File: config.mk
export PLATFORM = sky130hd
export DESIGN_NAME = delay_arbiter
export DESIGN_NICKNAME = d
export VERILOG_FILES = /design/src/rtl/delay_arbiter.sv
export SDC_FILE = /design/constraint.sdc
export NUM_CORES = 1
export LEC_CHECK = 0
export CORE_AREA = 2 2 67 69
export DETAILED_ROUTE_END_ITERATION = 7
export DIE_AREA = 0 0 69 71
export PLACE_DENSITY_LB_ADDON = 0.3
export SYNTH_ARGS = -nofsm -noshare
export SYNTH_HDL_FRONTEND = slang
export SYNTH_SLANG_ARGS = --single-unit
File: constraint.sdc
create_clock -name clk -period 1.5 [get_ports clk]
set_clock_uncertainty 0.05 [all_clocks]
set_input_delay 0.3 -clock clk [delete_from_list [all_inputs] [get_ports clk]]
set_output_delay 0.3 -clock clk [all_outputs]
set_load 0.02 [all_outputs]
File: src/rtl/delay_arbiter.sv
// Round-robin scheduler that shares one external fixed-latency delay line between requesters A and B.
// Optional grant counters are enabled with the DLY_ARB_CNT_EN macro.
module delay_arbiter #(
    parameter int WIDTH = 8,
    parameter int DEPTH = 8,
    parameter int CNT_W = 16
) (
    input  logic             clk,
    input  logic             rst,
    input  logic             en,
    input  logic             flush,
    input  logic             a_valid,
    input  logic [WIDTH-1:0] a_data,
    output logic             a_ready,
    input  logic             b_valid,
    input  logic [WIDTH-1:0] b_data,
    output logic             b_ready,
    output logic [WIDTH-1:0] dly_din,
    input  logic [WIDTH-1:0] dly_dout,
    output logic             a_out_valid,
    output logic [WIDTH-1:0] a_out_data,
    output logic             b_out_valid,
    output logic [WIDTH-1:0] b_out_data,
    output logic             busy,
    output logic             flush_done
`ifdef DLY_ARB_CNT_EN
    ,
    output logic [CNT_W-1:0] a_grant_cnt,
    output logic [CNT_W-1:0] b_grant_cnt
`endif
);

    localparam logic [1:0] S_IDLE  = 2'd0;
    localparam logic [1:0] S_RUN   = 2'd1;
    localparam logic [1:0] S_DRAIN = 2'd2;
    localparam logic [1:0] S_DONE  = 2'd3;
    localparam int DCNT_W = $clog2(DEPTH + 2);

    if (DEPTH < 1 || CNT_W < 1) begin : g_bad_param
        $error("delay_arbiter: DEPTH and CNT_W must be at least 1");
    end

    logic [1:0]        state_q, state_d;
    logic [DCNT_W-1:0] cnt_q, cnt_d;
    logic              last_grant_q, last_grant_d;
    logic              a_rdy, b_rdy, accept;
    logic [WIDTH-1:0]  dly_din_q, dly_din_d;
    // Stage 0 sits beside dly_din; stage DEPTH lines up with dly_dout.
    logic [DEPTH:0]    tag_vld_q, tag_vld_d;
    logic [DEPTH:0]    tag_own_q, tag_own_d;
    logic              a_out_valid_q, a_out_valid_d;
    logic              b_out_valid_q, b_out_valid_d;
    logic [WIDTH-1:0]  a_out_data_q, a_out_data_d;
    logic [WIDTH-1:0]  b_out_data_q, b_out_data_d;

    // last_grant: 0 = A, 1 = B. A tie goes to whichever side was not granted last.
    always_comb begin
        a_rdy = 1'b0;
        b_rdy = 1'b0;
        if (state_q == S_RUN) begin
            if (a_valid && b_valid) begin
                a_rdy = last_grant_q;
                b_rdy = ~last_grant_q;
            end else begin
                a_rdy = a_valid;
                b_rdy = b_valid;
            end
        end
    end

    assign accept = a_rdy | b_rdy;

    always_comb begin
        state_d = state_q;
        cnt_d   = cnt_q;
        case (state_q)
            S_IDLE: begin
                if (flush) begin
                    state_d = S_DRAIN;
                    cnt_d   = DCNT_W'(DEPTH + 1);
                end else if (en) begin
                    state_d = S_RUN;
                end
            end
            S_RUN: begin
                if (flush) begin
                    state_d = S_DRAIN;
                    cnt_d   = DCNT_W'(DEPTH + 1);
                end else if (!en) begin
                    state_d = S_IDLE;
                end
            end
            S_DRAIN: begin
                cnt_d = cnt_q - DCNT_W'(1);
                if (cnt_q == DCNT_W'(1)) begin
                    state_d = S_DONE;
                end
            end
            S_DONE:  state_d = S_IDLE;
            default: state_d = S_IDLE;
        endcase
    end

    always_comb begin
        last_grant_d  = accept ? b_rdy : last_grant_q;
        dly_din_d     = a_rdy ? a_data : (b_rdy ? b_data : '0);
        tag_vld_d     = {tag_vld_q[DEPTH-1:0], accept};
        tag_own_d     = {tag_own_q[DEPTH-1:0], b_rdy};
        a_out_valid_d = tag_vld_q[DEPTH] & ~tag_own_q[DEPTH];
        b_out_valid_d = tag_vld_q[DEPTH] & tag_own_q[DEPTH];
        a_out_data_d  = a_out_valid_d ? dly_dout : a_out_data_q;
        b_out_data_d  = b_out_valid_d ? dly_dout : b_out_data_q;
    end

    always_ff @(posedge clk or negedge rst) begin
        if (!rst) begin
            state_q       <= S_IDLE;
            cnt_q         <= '0;
            last_grant_q  <= 1'b1;
            dly_din_q     <= '0;
            tag_vld_q     <= '0;
            tag_own_q     <= '0;
            a_out_valid_q <= 1'b0;
            b_out_valid_q <= 1'b0;
            a_out_data_q  <= '0;
            b_out_data_q  <= '0;
        end else begin
            state_q       <= state_d;
            cnt_q         <= cnt_d;
            last_grant_q  <= last_grant_d;
            dly_din_q     <= dly_din_d;
            tag_vld_q     <= tag_vld_d;
            tag_own_q     <= tag_own_d;
            a_out_valid_q <= a_out_valid_d;
            b_out_valid_q <= b_out_valid_d;
            a_out_data_q  <= a_out_data_d;
            b_out_data_q  <= b_out_data_d;
        end
    end

    assign a_ready     = a_rdy;
    assign b_ready     = b_rdy;
    assign dly_din     = dly_din_q;
    assign a_out_valid = a_out_valid_q;
    assign b_out_valid = b_out_valid_q;
    assign a_out_data  = a_out_data_q;
    assign b_out_data  = b_out_data_q;
    assign busy        = |tag_vld_q;
    assign flush_done  = (state_q == S_DONE);

`ifdef DLY_ARB_CNT_EN
    logic [CNT_W-1:0] a_grant_cnt_q, a_grant_cnt_d;
    logic [CNT_W-1:0] b_grant_cnt_q, b_grant_cnt_d;

    // Saturating grant counters, cleared as the drain sequence completes.
    always_comb begin
        a_grant_cnt_d = a_grant_cnt_q;
        b_grant_cnt_d = b_grant_cnt_q;
        if (state_q == S_DONE) begin
            a_grant_cnt_d = '0;
            b_grant_cnt_d = '0;
        end else begin
            if (a_rdy && (a_grant_cnt_q != '1)) a_grant_cnt_d = a_grant_cnt_q + 1'b1;
            if (b_rdy && (b_grant_cnt_q != '1)) b_grant_cnt_d = b_grant_cnt_q + 1'b1;
        end
    end

    always_ff @(posedge clk or negedge rst) begin
        if (!rst) begin
            a_grant_cnt_q <= '0;
            b_grant_cnt_q <= '0;
        end else begin
            a_grant_cnt_q <= a_grant_cnt_d;
            b_grant_cnt_q <= b_grant_cnt_d;
        end
    end

    assign a_grant_cnt = a_grant_cnt_q;
    assign b_grant_cnt = b_grant_cnt_q;
`endif

endmodule

==> results of run 1 <==
-- how the worst max path moves through the flow --
stage | startpoint | endpoint | depth (start not counted)
6_report | tag_vld_q[3]$_DFF_PN0_ | busy | 3
5_1_grt | tag_vld_q[3]$_DFF_PN0_ | busy | 3
4_1_cts | tag_vld_q[3]$_DFF_PN0_ | busy | 3
3_5_place_dp | a_valid | a_ready | 4
3_3_place_gp | a_valid | a_ready | 4
2_1_floorplan | state_q[1]$_DFFE_PN0P_ | a_ready | 2
-- registers in the layout, indices dropped and copies added, names as in the netlist --
signal,flops
tag_own_q,9
tag_vld_q,9
a_out_data,8
b_out_data,8
dly_din,8
cnt_q,4
state_q,2
a_out_valid,1
b_out_valid,1
last_grant_q,1
-- metrics by stage --
step                instance area, um2  hold slack, ps  utilization [%]  setup TNS (ps)
floorplan                         1780           -45.6                -               0
global placement                  2500             205             59.6           -1550
detailed placement                2500             214             59.6           -1860
CTS                               2630             312             62.6            -262
global route                      2660             318             63.2            -421
finish                            2660             304             63.2            -223
-- worst max-delay path, delay by kind of cell (launching register included) --
kind	cells	cell delay, ps
and+or+nand+nor	2	420
buffers and inverters	1	150
DFF	1	400
-- power by group --
part	total [uW]	switching [uW]	internal [uW]
logic	1090	509	579
registers	1770	152	1610
clock network	895	408	487
-- placed cells by master (no fill, tap or decap), types with 2 or more instances in the layout --
master           Yosys  layout
nand2_1              2       2
buf_4                0      12
xnor2_1              2       2
mux2_2              16      16
inv_1                4       4
dlygate4sd2_1        0      26
a22o_1              10      10
clkdlybuf4s50_1      0      28
ha_1                 2       2
nor2_1               3       3
clkbuf_8             0       5
dfrtp_1             50      49
buf_6                1       6
nand2b_1             2       2
nor4_2               1       2
nor3_1               2       2
-- final cells by class --
class | count | area [um2] | share of cell area [%]
multi-input combinational | 54 | 492 | 18.5
clock buffer | 5 | 68.8 | 2.59
inverter | 4 | 15.0 | 0.565
clock inverter | 2 | 37.5 | 1.41
timing repair buffer | 75 | 701 | 26.4
sequential | 51 | 1280 | 48.1
tap | 52 | 65.1 | 2.45
-- timing repair --
action,in CTS,in global routing
hold buffers,1,0
endpoints found under the hold margin,17,0
pin swaps,1,1
setup endpoints to repair,30,4
setup buffers,3,2
resized for setup,54,3
-- per-layer routing --
metal  part of all wire, %  global-route usage, %  up-vias  wire length, um
li1                      -                      -      545                -
met1                    37                   16.4      575             1260
met2                    53                   26.3       44             1780
met3                   8.5                   6.98        6              287
met4                   1.6                   6.32        0               55
met5                     0                      0        -                0
-- kinds of logic after synthesis --
family / after synthesis
AO/OA/AOI/OAI: 15
XOR/XNOR: 2
adder cells (fa/ha/maj): 2
buffers and inverters: 6
flip-flops: 51
multiplexers: 17
AND/OR/NAND/NOR: 18
==> summary.md, run 1 <==
| Metric | Value |
|---|---|
| Post-Synth Adder-Cell Area | `1.40%` |
| Synth cell count leaders | `dfrtp_1 (50), mux2_2 (16), a22o_1 (10), inv_1 (4), nor2_1 (3)` |
| Dpl cells | `230` |
| # setup viols final | `3` |
| Ys Warns | `0` |
| DRC | `0` |
| Total power | `3750 uW` |
| TritonRoute pass-1 iters | `3` |
| RR Startpoint | `state_q[1]$_DFFE_PN0P_` |
| H-tree levels | `2` |
| Critical path class | `reg -> out` |
| VDD IR max | `921 uV` |
| Placement row count | `24` |
| Post-synthesis mux area share | `10.7%` |
| Hold path start | `tag_own_q[2]$_DFF_PN0_` |
| Largest net degree at the start of global routing | `34` |
| Total core area | `4200 um2` |
| Hold Path Depth | `0` |
| Number of global-route vias before repair | `1,305` |
| Synth Cell Area | `1780 um2` |
| Endpoint, Worst Hold | `tag_own_q[3]$_DFF_PN0_` |
| Area share of the largest cell type after synthesis | `70.2%` |
| Pwr per Cell Area | `1410 nW/um2` |
| Worst-case clock buffer depth | `2` |
| Slowest-stage cell, CP | `dfrtp_1` |
| Critical Path Max Stage Delay | `400 ps` |
| Wire length per cell | `13.9 um` |
| Most common cell in the synthesized netlist | `dfrtp_1` |
| Initial core utilization | `42.4%` |
| Area of the die | `4900 um2` |
| Final wirelength | `3.38 mm` |
| Syn_area_per_cell | `16.1 um2` |
| Die H | `71 um` |
| Share of cells above drive strength 1 | `26.7%` |
| Post-synth EDFFs | `0` |
| Fillers | `314` |
| Clock Tree Root | `clkbuf_8` |
| CP Launch Type | `flop` |
| Synth area leaders | `dfrtp_1 (70%), mux2_2 (10%), a22o_1 (4.9%)` |
| Compound-Gate Fraction of Synth Area | `7.30%` |
| Post-layout min period | `1610 ps` |
| Async SR Flop Fraction | `100%` |
| Final WS setup | `-106 ps` |
| Simple-Gate Fraction of Synth Area | `6.11%` |
| Antenna violations before repair | `0` |
| Clk slew on worst S/H paths | `90 ps` |
| Number of top-level pins | `60` |
| Mapped Cells | `111` |
| Critical R2R Capture | `cnt_q[0]$_DFFE_PN0P_` |
| Max Fclk | `623 MHz` |
| Failing checks | `setup timing` |
| P_leak | `0.00134 uW` |
| Detail Placement HPWL | `2.51 mm` |
| TritonCTS clock tree | `yes` |
| DR vias | `1,170` |
| Final hold violation count | `0` |
| Slew Limit Headroom | `70.4%` |
| CP arrival | `1260 ps` |
| Synth Register Bits | `51` |
| Final antenna diode count | `0` |
| Xor and xnor area share after synthesis | `0.983%` |
| First-pass GRT wire length | `5.84 mm` |
| R2r worst-path depth | `5` |
| Worst-path maximum fanout | `2` |
| Total gr overflow | `0` |
| Syn_nets | `143` |
| Routed vias/inst | `4.81` |
| Initial DRC Count | `19` |
| Worst-Margin Slew | `445 ps` |
| P&R area growth vs syn | `49.2%` |
| Die width | `69 um` |
| Fin crit share | `107%` |
| DP Worst Slack | `-533 ps` |
| Top FF cell, synth | `dfrtp_1` |
| Required @ worst endpoint | `1150 ps` |
| ANT nets after route | `0` |
| Max-slew violations | `0` |
| Non-Filler Instances | `243` |
| Unrepaired setup endpoints after global routing | `yes` |
| Worst-Skew Late Latency | `300 ps` |
| Hold crit path type | `reg -> reg` |
| Area leader, netlist | `dfrtp_1` |
| CP Capture Type | `output pin` |
| Routability Congestion | `0.679` |
| Status | `complete, but fails checks` |
| Max-capacitance violation count | `0` |
| Layout Nets | `223` |
| Total track usage | `15.3%` |
| Critical Path, Cell by Cell | `nor4_2 > nand3_1 > buf_6` |
| Port bufs | `59` |
| Largest family of logic cells by synthesized area | `multiplexers` |
| Synth cell types | `28` |
| Clock Sinks | `51` |
| Inserted Clock Buffers | `5` |
| Reg-to-reg setup timing slack | `100 ps` |
| Sequential area share after synthesis | `71.7%` |
Note: power is estimated with default switching activity, not from simulation.
==> inputs of run 2 (changes only) <==
CORE_AREA = 2 2 58 74   (was 2 2 67 69)
DIE_AREA = 0 0 60 76   (was 0 0 69 71)
RECOVER_POWER = 100   (was default)
clock period = 1.9 ns   (was 1.5 ns; I/O delays follow)
==> run 2 against run 1 <==
Net effect: the flow finishes with violations (capacitance limit, slew limit); via count is 1.0% lower; first-iteration DRC count is 37% lower; die area decreased by 6.9%; largest power group unchanged; critical path type is now in -> out; critical path depth up 1.
==> summary.md, run 2 (synthesis gave the netlist of run 1 again) <==
| Metric | Value |
|---|---|
| Die H | `76 um` |
| TritonRoute pass-1 iters | `4` |
| P_leak | `0.00125 uW` |
| P&R area growth vs syn | `44.9%` |
| Post-layout min period | `1860 ps` |
| Status | `complete, but fails checks` |
| Clock Sinks | `51` |
| RR Startpoint | `tag_vld_q[8]$_DFF_PN0_` |
| Clk slew on worst S/H paths | `90 ps` |
| Max Fclk | `539 MHz` |
| Worst-case clock buffer depth | `2` |
| Commonest non-fill, non-tap cell in the layout | `dfrtp_1` |
| Clock Tree Root | `clkbuf_8` |
| Routability Congestion | `0.775` |
| Max-capacitance violation count | `1` |
| Final antenna diode count | `0` |
| Clk network pwr share | `28.2%` |
| TritonCTS clock tree | `yes` |
| Failing checks | `capacitance limit, slew limit` |
| Die width | `60 um` |
| Worst-path maximum fanout | `3` |
| Final hold violation count | `0` |
| Pwr per Cell Area | `1170 nW/um2` |
| Flop pwr share | `45.7%` |
| Hold path start | `tag_own_q[5]$_DFF_PN0_` |
| Post-CTS Setup Inserts | `0` |
| Max-slew violations | `32` |
| Placement row count | `26` |
| R2r worst-path depth | `3` |
| Detail Placement HPWL | `2.50 mm` |
| CTS Hold Bufs | `0` |
| Logic pwr share | `26.1%` |
| Final core utilization | `65.6%` |
| CP Launch Type | `primary input` |
| Slew Limit Headroom | `-1.34%` |
| Worst-Skew Late Latency | `290 ps` |
| Leading cell types in the layout, fill and taps excluded | `dfrtp_1 (50), clkdlybuf4s50_1 (27), dlygate4sd3_1 (27)` |
| Initial DRC Count | `12` |
| Share of cells above drive strength 1 | `18.0%` |
| Area of the die | `4560 um2` |
| Worst-Margin Slew | `1520 ps` |
| Wire length per cell | `13.6 um` |
| # setup viols final | `0` |
| Worst setup path start | `a_valid` |
| Critical R2R Capture | `a_out_data[6]$_DFFE_PN0P_` |
| DRC | `0` |
| Biggest regs | `tag_own_q: 9 flops, tag_vld_q: 9 flops` |
| Largest net degree at the start of global routing | `32` |
| Number of global-route vias before repair | `1,253` |
| DR vias | `1,158` |
| Total gr overflow | `0` |
| Required @ worst endpoint | `1470 ps` |
| P_int | `2210 uW` |
| Total track usage | `15.8%` |
| Fin crit share | `97.7%` |
| Endpoint, Worst Hold | `tag_own_q[6]$_DFF_PN0_` |
| Hold crit path type | `reg -> reg` |
| Antenna violations before repair | `0` |
| P_sw | `819 uW` |
| VDD IR max | `664 uV` |
| CP arrival | `1430 ps` |
| H-tree levels | `2` |
| Critical path class | `in -> out` |
| Final wirelength | `3.26 mm` |
| Hold Path Depth | `0` |
| First-pass GRT wire length | `5.40 mm` |
| Routed vias/inst | `4.85` |
| Port bufs | `59` |
| Hold slack | `295 ps` |
| Inserted Clock Buffers | `5` |
| Initial core utilization | `45.3%` |
| Layout Nets | `214` |
| Total core area | `3940 um2` |
| Number of top-level pins | `60` |
| CP Capture Type | `output pin` |
| Reg-to-reg setup timing slack | `410 ps` |
| ANT nets after route | `0` |
| Sw Share | `27.0%` |
run 2: changes by cell type in the layout (fill, tap and decap cells not counted), sizes merged:
cell	previous run	this run
bufinv	1	2
buf	20	3
clkdlybuf4s15	0	1
clkdlybuf4s50	28	27
clkinvlp	1	0
dlygate4sd3	1	27
clkbuf	5	12
dlygate4sd2	26	2
run 2: worst max path at each step:
stage | end | slack, ps | cells past startpoint
after global placement | a_ready | -260 | 4
after CTS | b_ready | 10 | 3
final | a_ready | 40 | 4
after detailed placement | a_ready | -300 | 4
after floorplan | a_ready | 550 | 2
after global routing | busy | -40 | 3
run 2: power groups by stage:
stage               logic, uW  clock network (uW)  registers (uW)
floorplan                 334                   0            1520
global placement          829                   0            1400
detailed placement        869                   0            1420
CTS                       854                 884            1400
global route              870                 922            1420
finish                    792                 854            1380
run 2: critical path, stage by stage:
cell and delay [ps]:
clkdlybuf4s50_1 520, nand3b_1 130, a21oi_4 130, clkdlybuf4s15_2 270
run 2: area by class of cell:
cell class,instances,area (um2)
clock inverter,2,60.1
multi-input combinational,54,473
inverter,4,15.0
tap,56,70.1
fill,317,1350
clock buffer,6,72.6
sequential,51,1280
timing repair buffer,66,614
run 2: what timing repair did:
action | CTS | global route
gates resized for setup | 7 | 2
pin swaps | 0 | 0
setup endpoints to repair | 4 | 2
run 2: metal layers:
layer  GRT usage, %  share of wire (%)
met1           16.3                 36
met2           28.2                 56
met3           4.75                7.0
met4           6.67               0.80
met5              0                  0
run 2: stage by stage:
stage | cell area, um2 | TNS (ps) | cells | total power, uW | setup slack (ps)
after floorplan | 1780 | 0 | 111 | 1860 | 548
after global placement | 2470 | -495 | 231 | 2230 | -265
after detailed placement | 2470 | -574 | 231 | 2290 | -301
after CTS | 2610 | 0 | 239 | 3140 | 14.3
after global routing | 2580 | -40.5 | 239 | 3210 | -40.5
final | 2580 | 0 | 239 | 3030 | 44.2
